`config.mk`:
```
export PLATFORM = sky130hd
export DESIGN_NAME = bias_bank_seq
export DESIGN_NICKNAME = d
export VERILOG_FILES = /design/src/rtl/bias_bank_seq.sv
export SDC_FILE = /design/constraint.sdc
export NUM_CORES = 2
export LEC_CHECK = 0
export BUFFER_PORTS_ARGS = -buffer_cell sky130_fd_sc_hd__buf_2
export CAP_MARGIN = 20
export CORE_MARGIN = 1
export CORE_UTILIZATION = 30
export DETAILED_ROUTE_END_ITERATION = 10
export GPL_ROUTABILITY_DRIVEN = 0
export SYNTH_ARGS = -nofsm -noshare
export SYNTH_HDL_FRONTEND = slang
export SYNTH_SLANG_ARGS = --single-unit
export TNS_END_PERCENT = 30
```
`constraint.sdc`:
```
create_clock -name clk -period 13.1 [get_ports clk]
set_clock_uncertainty 0.1 [all_clocks]
set_input_delay 3.93 -clock clk [delete_from_list [all_inputs] [get_ports clk]]
set_output_delay 3.93 -clock clk [all_outputs]
set_load 0.01 [all_outputs]
```
`src/rtl/bias_bank_seq.sv`:
```
// Run-time loadable per-group bias adder that sits between the adder tree and the activation stage.
// Results are registered one cycle after input accept. in_ready = !out_valid | out_ready, so a stalled result holds stable.
module bias_bank_seq #(
  parameter int N_adder_tree = 16,
  parameter int WIDTH        = 18,
  parameter int NUM_GROUPS   = 4,
  parameter int GW           = (NUM_GROUPS > 1) ? $clog2(NUM_GROUPS) : 1
) (
  input  logic                            clk,
  input  logic                            rst_n,
  input  logic                            load_start,
  input  logic                            wr_valid,
  input  logic [WIDTH-1:0]                wr_data,
  output logic                            wr_ready,
  output logic                            loaded,
  input  logic                            in_valid,
  output logic                            in_ready,
  input  logic [N_adder_tree*WIDTH-1:0]   in_data,
  input  logic                            in_last,
  output logic                            out_valid,
  input  logic                            out_ready,
  output logic [N_adder_tree*WIDTH-1:0]   out_data,
  output logic [GW-1:0]                   out_group
);

  localparam int LW = (N_adder_tree > 1) ? $clog2(N_adder_tree) : 1;
  localparam logic [LW-1:0] LAST_LANE = LW'(N_adder_tree - 1);
  localparam logic [GW-1:0] LAST_GRP  = GW'(NUM_GROUPS - 1);

  typedef enum logic [1:0] {EMPTY, LOAD, RUN} state_t;

  state_t                          state_q;
  logic [LW-1:0]                   lane_q;
  logic [GW-1:0]                   wgrp_q;
  logic [GW-1:0]                   grp_q;
  logic                            loaded_q;
  logic                            out_valid_q;
  logic [N_adder_tree*WIDTH-1:0]   out_data_q;
  logic [N_adder_tree*WIDTH-1:0]   out_data_d;
  logic [GW-1:0]                   out_group_q;
  logic [WIDTH-1:0]                bias_mem [NUM_GROUPS][N_adder_tree];

  logic wr_fire;
  logic in_fire;

  // load_start masks both handshakes so nothing is written or consumed in that cycle.
  assign wr_ready = (state_q == LOAD) && !load_start;
  assign in_ready = (state_q == RUN) && !load_start && (!out_valid_q || out_ready);
  assign wr_fire  = wr_valid && wr_ready;
  assign in_fire  = in_valid && in_ready;

  assign loaded    = loaded_q;
  assign out_valid = out_valid_q;
  assign out_data  = out_data_q;
  assign out_group = out_group_q;

  for (genvar g = 0; g < N_adder_tree; g++) begin : g_lane
    logic [WIDTH-1:0] a;
    logic [WIDTH-1:0] b;
    logic [WIDTH:0]   s;
    assign a = in_data[WIDTH*g +: WIDTH];
    assign b = bias_mem[grp_q][g];
    assign s = {a[WIDTH-1], a} + {b[WIDTH-1], b};
    // Top two sum bits disagree only on overflow; the carry-out bit gives the direction.
    assign out_data_d[WIDTH*g +: WIDTH] =
      (s[WIDTH] != s[WIDTH-1]) ? (s[WIDTH] ? {1'b1, {(WIDTH-1){1'b0}}}
                                           : {1'b0, {(WIDTH-1){1'b1}}})
                               : s[WIDTH-1:0];
  end

  always_ff @(posedge clk) begin
    if (wr_fire) begin
      bias_mem[wgrp_q][lane_q] <= wr_data;
    end
  end

  always_ff @(posedge clk or negedge rst_n) begin
    if (!rst_n) begin
      state_q     <= EMPTY;
      lane_q      <= '0;
      wgrp_q      <= '0;
      grp_q       <= '0;
      loaded_q    <= 1'b0;
      out_valid_q <= 1'b0;
      out_data_q  <= '0;
      out_group_q <= '0;
    end else if (load_start) begin
      state_q     <= LOAD;
      lane_q      <= '0;
      wgrp_q      <= '0;
      grp_q       <= '0;
      loaded_q    <= 1'b0;
      out_valid_q <= 1'b0;
    end else begin
      if (wr_fire) begin
        if (lane_q == LAST_LANE) begin
          lane_q <= '0;
          if (wgrp_q == LAST_GRP) begin
            wgrp_q   <= '0;
            state_q  <= RUN;
            loaded_q <= 1'b1;
          end else begin
            wgrp_q <= wgrp_q + 1'b1;
          end
        end else begin
          lane_q <= lane_q + 1'b1;
        end
      end
      if (in_fire) begin
        out_valid_q <= 1'b1;
        out_data_q  <= out_data_d;
        out_group_q <= grp_q;
        if (in_last) begin
          grp_q <= (grp_q == LAST_GRP) ? '0 : grp_q + 1'b1;
        end
      end else if (out_ready) begin
        out_valid_q <= 1'b0;
      end
    end
  end

endmodule

```
# ---- Word-level counts from Yosys, hierarchy flattened
# Memories as Yosys holds them, arrays and structs flattened.
# Cells that the tools add are included.
dict set report op_classes {
  eq_ne 21
  order_cmp 2
  reduce_logical 19
  bitwise_logic 2
  muxes 58
  add_sub_neg 19
}
# operator count
set op_table {}
lappend op_table {{$mux 18} 33}
lappend op_table {{$add 18x18->19} 16}
lappend op_table {{$mux 288} 1}
lappend op_table {{$demux 18 s4} 1}
lappend op_table {{$mux 2} 12}
lappend op_table {{$ne 1x1->1} 16}
lappend op_table {{$mux 4} 3}
lappend op_table {{$reduce_bool 2->1} 5}
lappend op_table {{$mux 1} 8}
lappend op_table {{$eq 2x2->1 const B} 3}
lappend op_table {{$logic_and 1x1->1} 6}
lappend op_table {{$reduce_and 2->1} 3}
lappend op_table {{$ge 5x5->1 const B} 1}
lappend op_table {{$lt 5x1->1 const B} 1}
lappend op_table {{$not 4->5} 1}
lappend op_table {{$add 2x1->2 const B} 2}
lappend op_table {{$add 4x1->4 const B} 1}
lappend op_table {{$eq 4x4->1 const B} 1}
lappend op_table {{$reduce_and 3->1} 1}
lappend op_table {{$reduce_bool 3->1} 1}
lappend op_table {{$eq 2x1->1 const B} 1}
lappend op_table {{$logic_not 1->1} 2}
lappend op_table {{$logic_or 1x1->1} 1}
lappend op_table {{$not 1->1} 1}
dict set report word_totals {
  n_memories 1
  in_bits 313
  wordCells 130
  ram_bits 1152
  out_inout_bits 294
  ff_bits 302
}
# memory depth width rd rd_clocked_by_memory_dff wr line_no
set memory_table {}
lappend memory_table {bias_mem 4 288 1 0 1 41} ;# logic [WIDTH-1:0] bias_mem [NUM_GROUPS][N_adder_tree];

# ---- Depth between registers and ports, before layout
dict set report logic_depth {
  depth_word 6
  ltp_mapped 17
  ltp_nobuf 12
}

# ---- Worst setup path before layout
# OpenSTA, ideal clock, no wires.
dict set report synth_timing {
  path_kind {in2out}
  startpoint {input load_start}
  endpoint {output in_ready}
  cell_stages 3
  t_arrival_ns 4.477
  path_slack_ns 4.593
  path_buffers 1
  required_ns 9.070
  cell_sequence {clkbuf_1 > nor2_1 > and3_1}
}
dict set report synth_via {
  elab_chain_cells 3
}
# element line_no
set synth_lines {}
lappend synth_lines {{start: declaration} 11} ;# input logic load_start,
lappend synth_lines {{$logic_not 1->1} 48} ;# assign in_ready = (state_q == RUN) && !load_start && (!out_valid_q || out_ready);
lappend synth_lines {{$logic_and 1x1->1 (2 in a row)} 48}
lappend synth_lines {{end: declaration} 17} ;# output logic in_ready,
# No other way between the ends.

# ---- Worst setup path after layout
# Ends and elaborated chain as after synthesis.

==> run_results.csv <==
group,metric,value,unit
detailed_routing,wl_met2,95.8,mm
power_and_ir_drop,power_switching_share,0.232,
synth,syn_area_per_cell,14.5,sq um
clock_tree,cts_resized,0,
timing,max_freq,0.113,GHz
global_route,overflow,0,
clock_tree,clockBufferDepth,3,
hold_path,hold-path-cell-count,1,
placed_design,dp_hpwl,138,mm
setup_path,r2r_start,"grp_q[1]",
global_route,grt_use_total,0.173,
clock_tree,postCtsSetupBuffers,0,
setup_path,rr_worst_depth,13,
power_and_ir_drop,power_frac_seq,0.475,
timing,min_period,8.87,ns
timing,tns,0,ns
synth,yosys_warnings,0,
floorplanning,coreArea,226000,sq um
cells_and_area,final_cell_mix,"edfxtp_1 (1,152), buf_2 (587), nand2_1 (352)",
floorplanning,die_h,479,microns
cells_and_area,seq_area,42100,sq um
global_route,antenna_found_initial,33,
floorplanning,initial_core_util,0.303,
clock_tree,ctsHoldBuffers,0,
timing,hold_slack,0.372,ns
cells_and_area,final_core_util,0.357,
detailed_routing,wl_per_cell,23.8,microns
detailed_routing,drt-initial-drc-count,3623,
detailed_routing,ant_nets,0,
cells_and_area,drive_gt1_frac,0.234,
setup_path,critical_path_class,"in -> out",
timing,rsz0062_at_grt,"false",
hold_path,min-delay-start,"out_data[219]",
power_and_ir_drop,p_leak,30.6,nW
run_status,status,"finished, final reports clean",
clock_tree,insertion_delay,0.81,ns
clock_tree,cts_buffers,162,
power_and_ir_drop,switchingPower,2.44,mW
synth,synth_fp_nets,5346,
synth,synth.distinct_cells,95,
power_and_ir_drop,cellPowerDensity,131,nW/um^2
synth,ys.flop_type,"edfxtp_1",
run,maxCapViolations,0,
synth,synth_cells,4720,
timing,period_share,0.677,
detailed_routing,dr.pass1.iters,6,
global_route,grt_pass1_wl,291,mm
setup_path,endpoint_kind,"output port",
clock_tree,tritoncts,"done",
cells_and_area,layout.nets,5976,
setup_path,start_kind,"primary input",
synth,synth-edff-count,1152,
clock_tree,root_buffer,"clkbuf_16",
floorplanning,design.die.area,229000,sq um
placed_design,portBuffers,606,
setup_path,cp-startpoint,"load_start",
hold_path,hp-class,"reg -> reg",
clock_tree,cts.clk_slew.worst_paths,0.06,ns
timing,setup_viol,0,
setup_path,critical_path.max_fanout,10,
timing,tightest_slew,1.14,ns
setup_path,crit_required,9.07,ns
global_route,grt_start_max_net_pins,159,
power_and_ir_drop,power.share.combinational,0.070,
detailed_routing,top_layer,"met5",
synth,async_flop_share,0.207,
power_and_ir_drop,p_clk_frac,0.455,
synth,synth_seq_cells,1453,
cells_and_area,num-fill-cells,21600,
cells_and_area,final_common_cell,"edfxtp_1",
floorplanning,pin_count,607,
detailed_routing,via_count,43200,
synth,synth_seq_area_share,0.617,
synth,synth_area,68300,sq um
power_and_ir_drop,p_int,8.08,mW
detailed_routing,avgViaCountPerCell,5.08,
detailed_routing,dr_wl_met3,11.7,mm
timing,slew_headroom,0.240,
timing,slew_violations,0,
timing,finalHoldViolCount,0,
global_route,grt_pass1_vias,42800,
cells_and_area,syn_to_final_growth,18.0,%
detailed_routing,drc_errors,0,
detailed_routing,wl,202,mm
clock_tree,cts_htree_levels,4,
power_and_ir_drop,ir_drop,0.0971,mV
clock_tree,clock-sinks,1453,
setup_path,critical_path_arrival,4.84,ns
floorplanning,rows,174,
detailed_routing,drt-met1-wl,89.0,mm
floorplanning,die_w,479,microns
cells_and_area,multi_input_area,25200,sq um
cells by family (layout without fill, tap and decap cells):
family | count (synthesis) | count (layout) | share of synthesized area
compound gates | 1111 | 1111 | 0.107
buf+inv | 257 | 1024 | 0.0148
flops | 1453 | 1453 | 0.617
other cells | 0 | 22 | 0
simple gates | 998 | 998 | 0.0667
xor+xnor | 236 | 236 | 0.0304
mux | 312 | 312 | 0.0987
fa+ha+maj | 353 | 353 | 0.0650
synthesized netlist by cell type, types with 8 or more instances:
| cell | number | share of area |
|---|---|---|
| xor2_1 | 100 | 0.013 |
| a21o_1 | 154 | 0.017 |
| and3_1 | 74 | 0.0068 |
| edfxtp_1 | 1152 | 0.51 |
| nand2_1 | 353 | 0.019 |
| buf_1 | 47 | 0.0026 |
| mux2_2 | 8 | 0.0013 |
| nor2_1 | 276 | 0.015 |
| ha_1 | 297 | 0.054 |
| o41ai_1 | 11 | 0.0014 |
| o21a_1 | 33 | 0.0036 |
| xnor2_1 | 135 | 0.017 |
| a2111oi_0 | 9 | 0.0012 |
| mux2i_1 | 16 | 0.0023 |
| inv_1 | 72 | 0.0040 |
| a211o_1 | 12 | 0.0015 |
| nand2b_1 | 36 | 0.0033 |
| a211oi_1 | 28 | 0.0031 |
| o21ai_0 | 208 | 0.015 |
| o21ai_1 | 127 | 0.0093 |
| fa_1 | 16 | 0.0047 |
| nand3_1 | 54 | 0.0040 |
| a22oi_1 | 15 | 0.0016 |
| dfrtp_1 | 301 | 0.11 |
| o221a_1 | 20 | 0.0033 |
| nor3_1 | 73 | 0.0054 |
| nor2b_1 | 19 | 0.0017 |
| o211ai_1 | 24 | 0.0026 |
| buf_2 | 30 | 0.0022 |
| a31o_2 | 8 | 0.0010 |
| or3_1 | 22 | 0.0020 |
| clkbuf_1 | 106 | 0.0058 |
| o21bai_1 | 47 | 0.0052 |
| a31oi_1 | 45 | 0.0041 |
| maj3_1 | 38 | 0.0056 |
| or2_2 | 13 | 0.0012 |
| and2_1 | 29 | 0.0027 |
| mux4_2 | 288 | 0.095 |
| nand4_1 | 19 | 0.0017 |
| o31ai_1 | 17 | 0.0019 |
| a21oi_1 | 243 | 0.018 |
path summary, 6_finish.rpt:
path	to	slack (ns)
min in group asynchronous	out_data[220]	3.02
setup reg to reg	out_data[155]	7.04
hold reg to reg	out_data[219]	0.37
hold / removal	out_data[219]	0.37
setup / recovery	in_ready	4.23
max in group asynchronous	out_data[97]	7.94
routing by layer:
layer  GRT usage  vias to the layer above
li1            -                    19700
met5           0                        -
met3      0.0315                      260
met1       0.233                    21800
met2       0.280                     1412
met4      0.0536                        8
per-stage QoR:
stage / instances / cell area, sq um / setup slack [ns] / power [mW]
2_1_floorplan: 4720 / 68300 / 4.59 / 5.52
3_3_place_gp: 8176 / 74800 / 4.16 / 5.81
3_5_place_dp: 8177 / 74800 / 4.23 / 5.83
4_1_cts: 8478 / 80500 / 4.22 / 10.6
5_1_grt: 8487 / 80500 / 4.19 / 10.9
6_report: 8501 / 80500 / 4.23 / 10.5
power groups by stage:
stage | sequential, mW | clock [mW] | combinational (mW)
after floorplan | 5.09 | 0 | 0.431
after global placement | 5.09 | 0 | 0.723
after detailed placement | 5.09 | 0 | 0.738
after CTS | 5.00 | 4.88 | 0.743
after global routing | 5.00 | 5.05 | 0.813
final | 5.00 | 4.79 | 0.738
final cells by class:
cell class	instances	area share
Sequential cell	1453	0.523
Multi-Input combinational cell	3010	0.313
Clock buffer	199	0.0544
Tap cell	2992	0.0465
Timing Repair Buffer	651	0.0438
Clock inverter	102	0.0156
Inverter	72	0.00336
Antenna cell	22	0.000683
worst max-delay path: stages:
cell    delay (ns)
buf_2         0.10
buf_4         0.21
nor2_1        0.16
and3_1        0.26
buf_2         0.16
registers in the layout (all words and copies together) (netlist names):
register,count
wgrp_q,2
lane_q,4
state_q,2
out_data,288
out_group,2
bias_mem,1152
grp_q,2
out_valid,1
No activity file was read; power rests on OpenSTA's default activity.
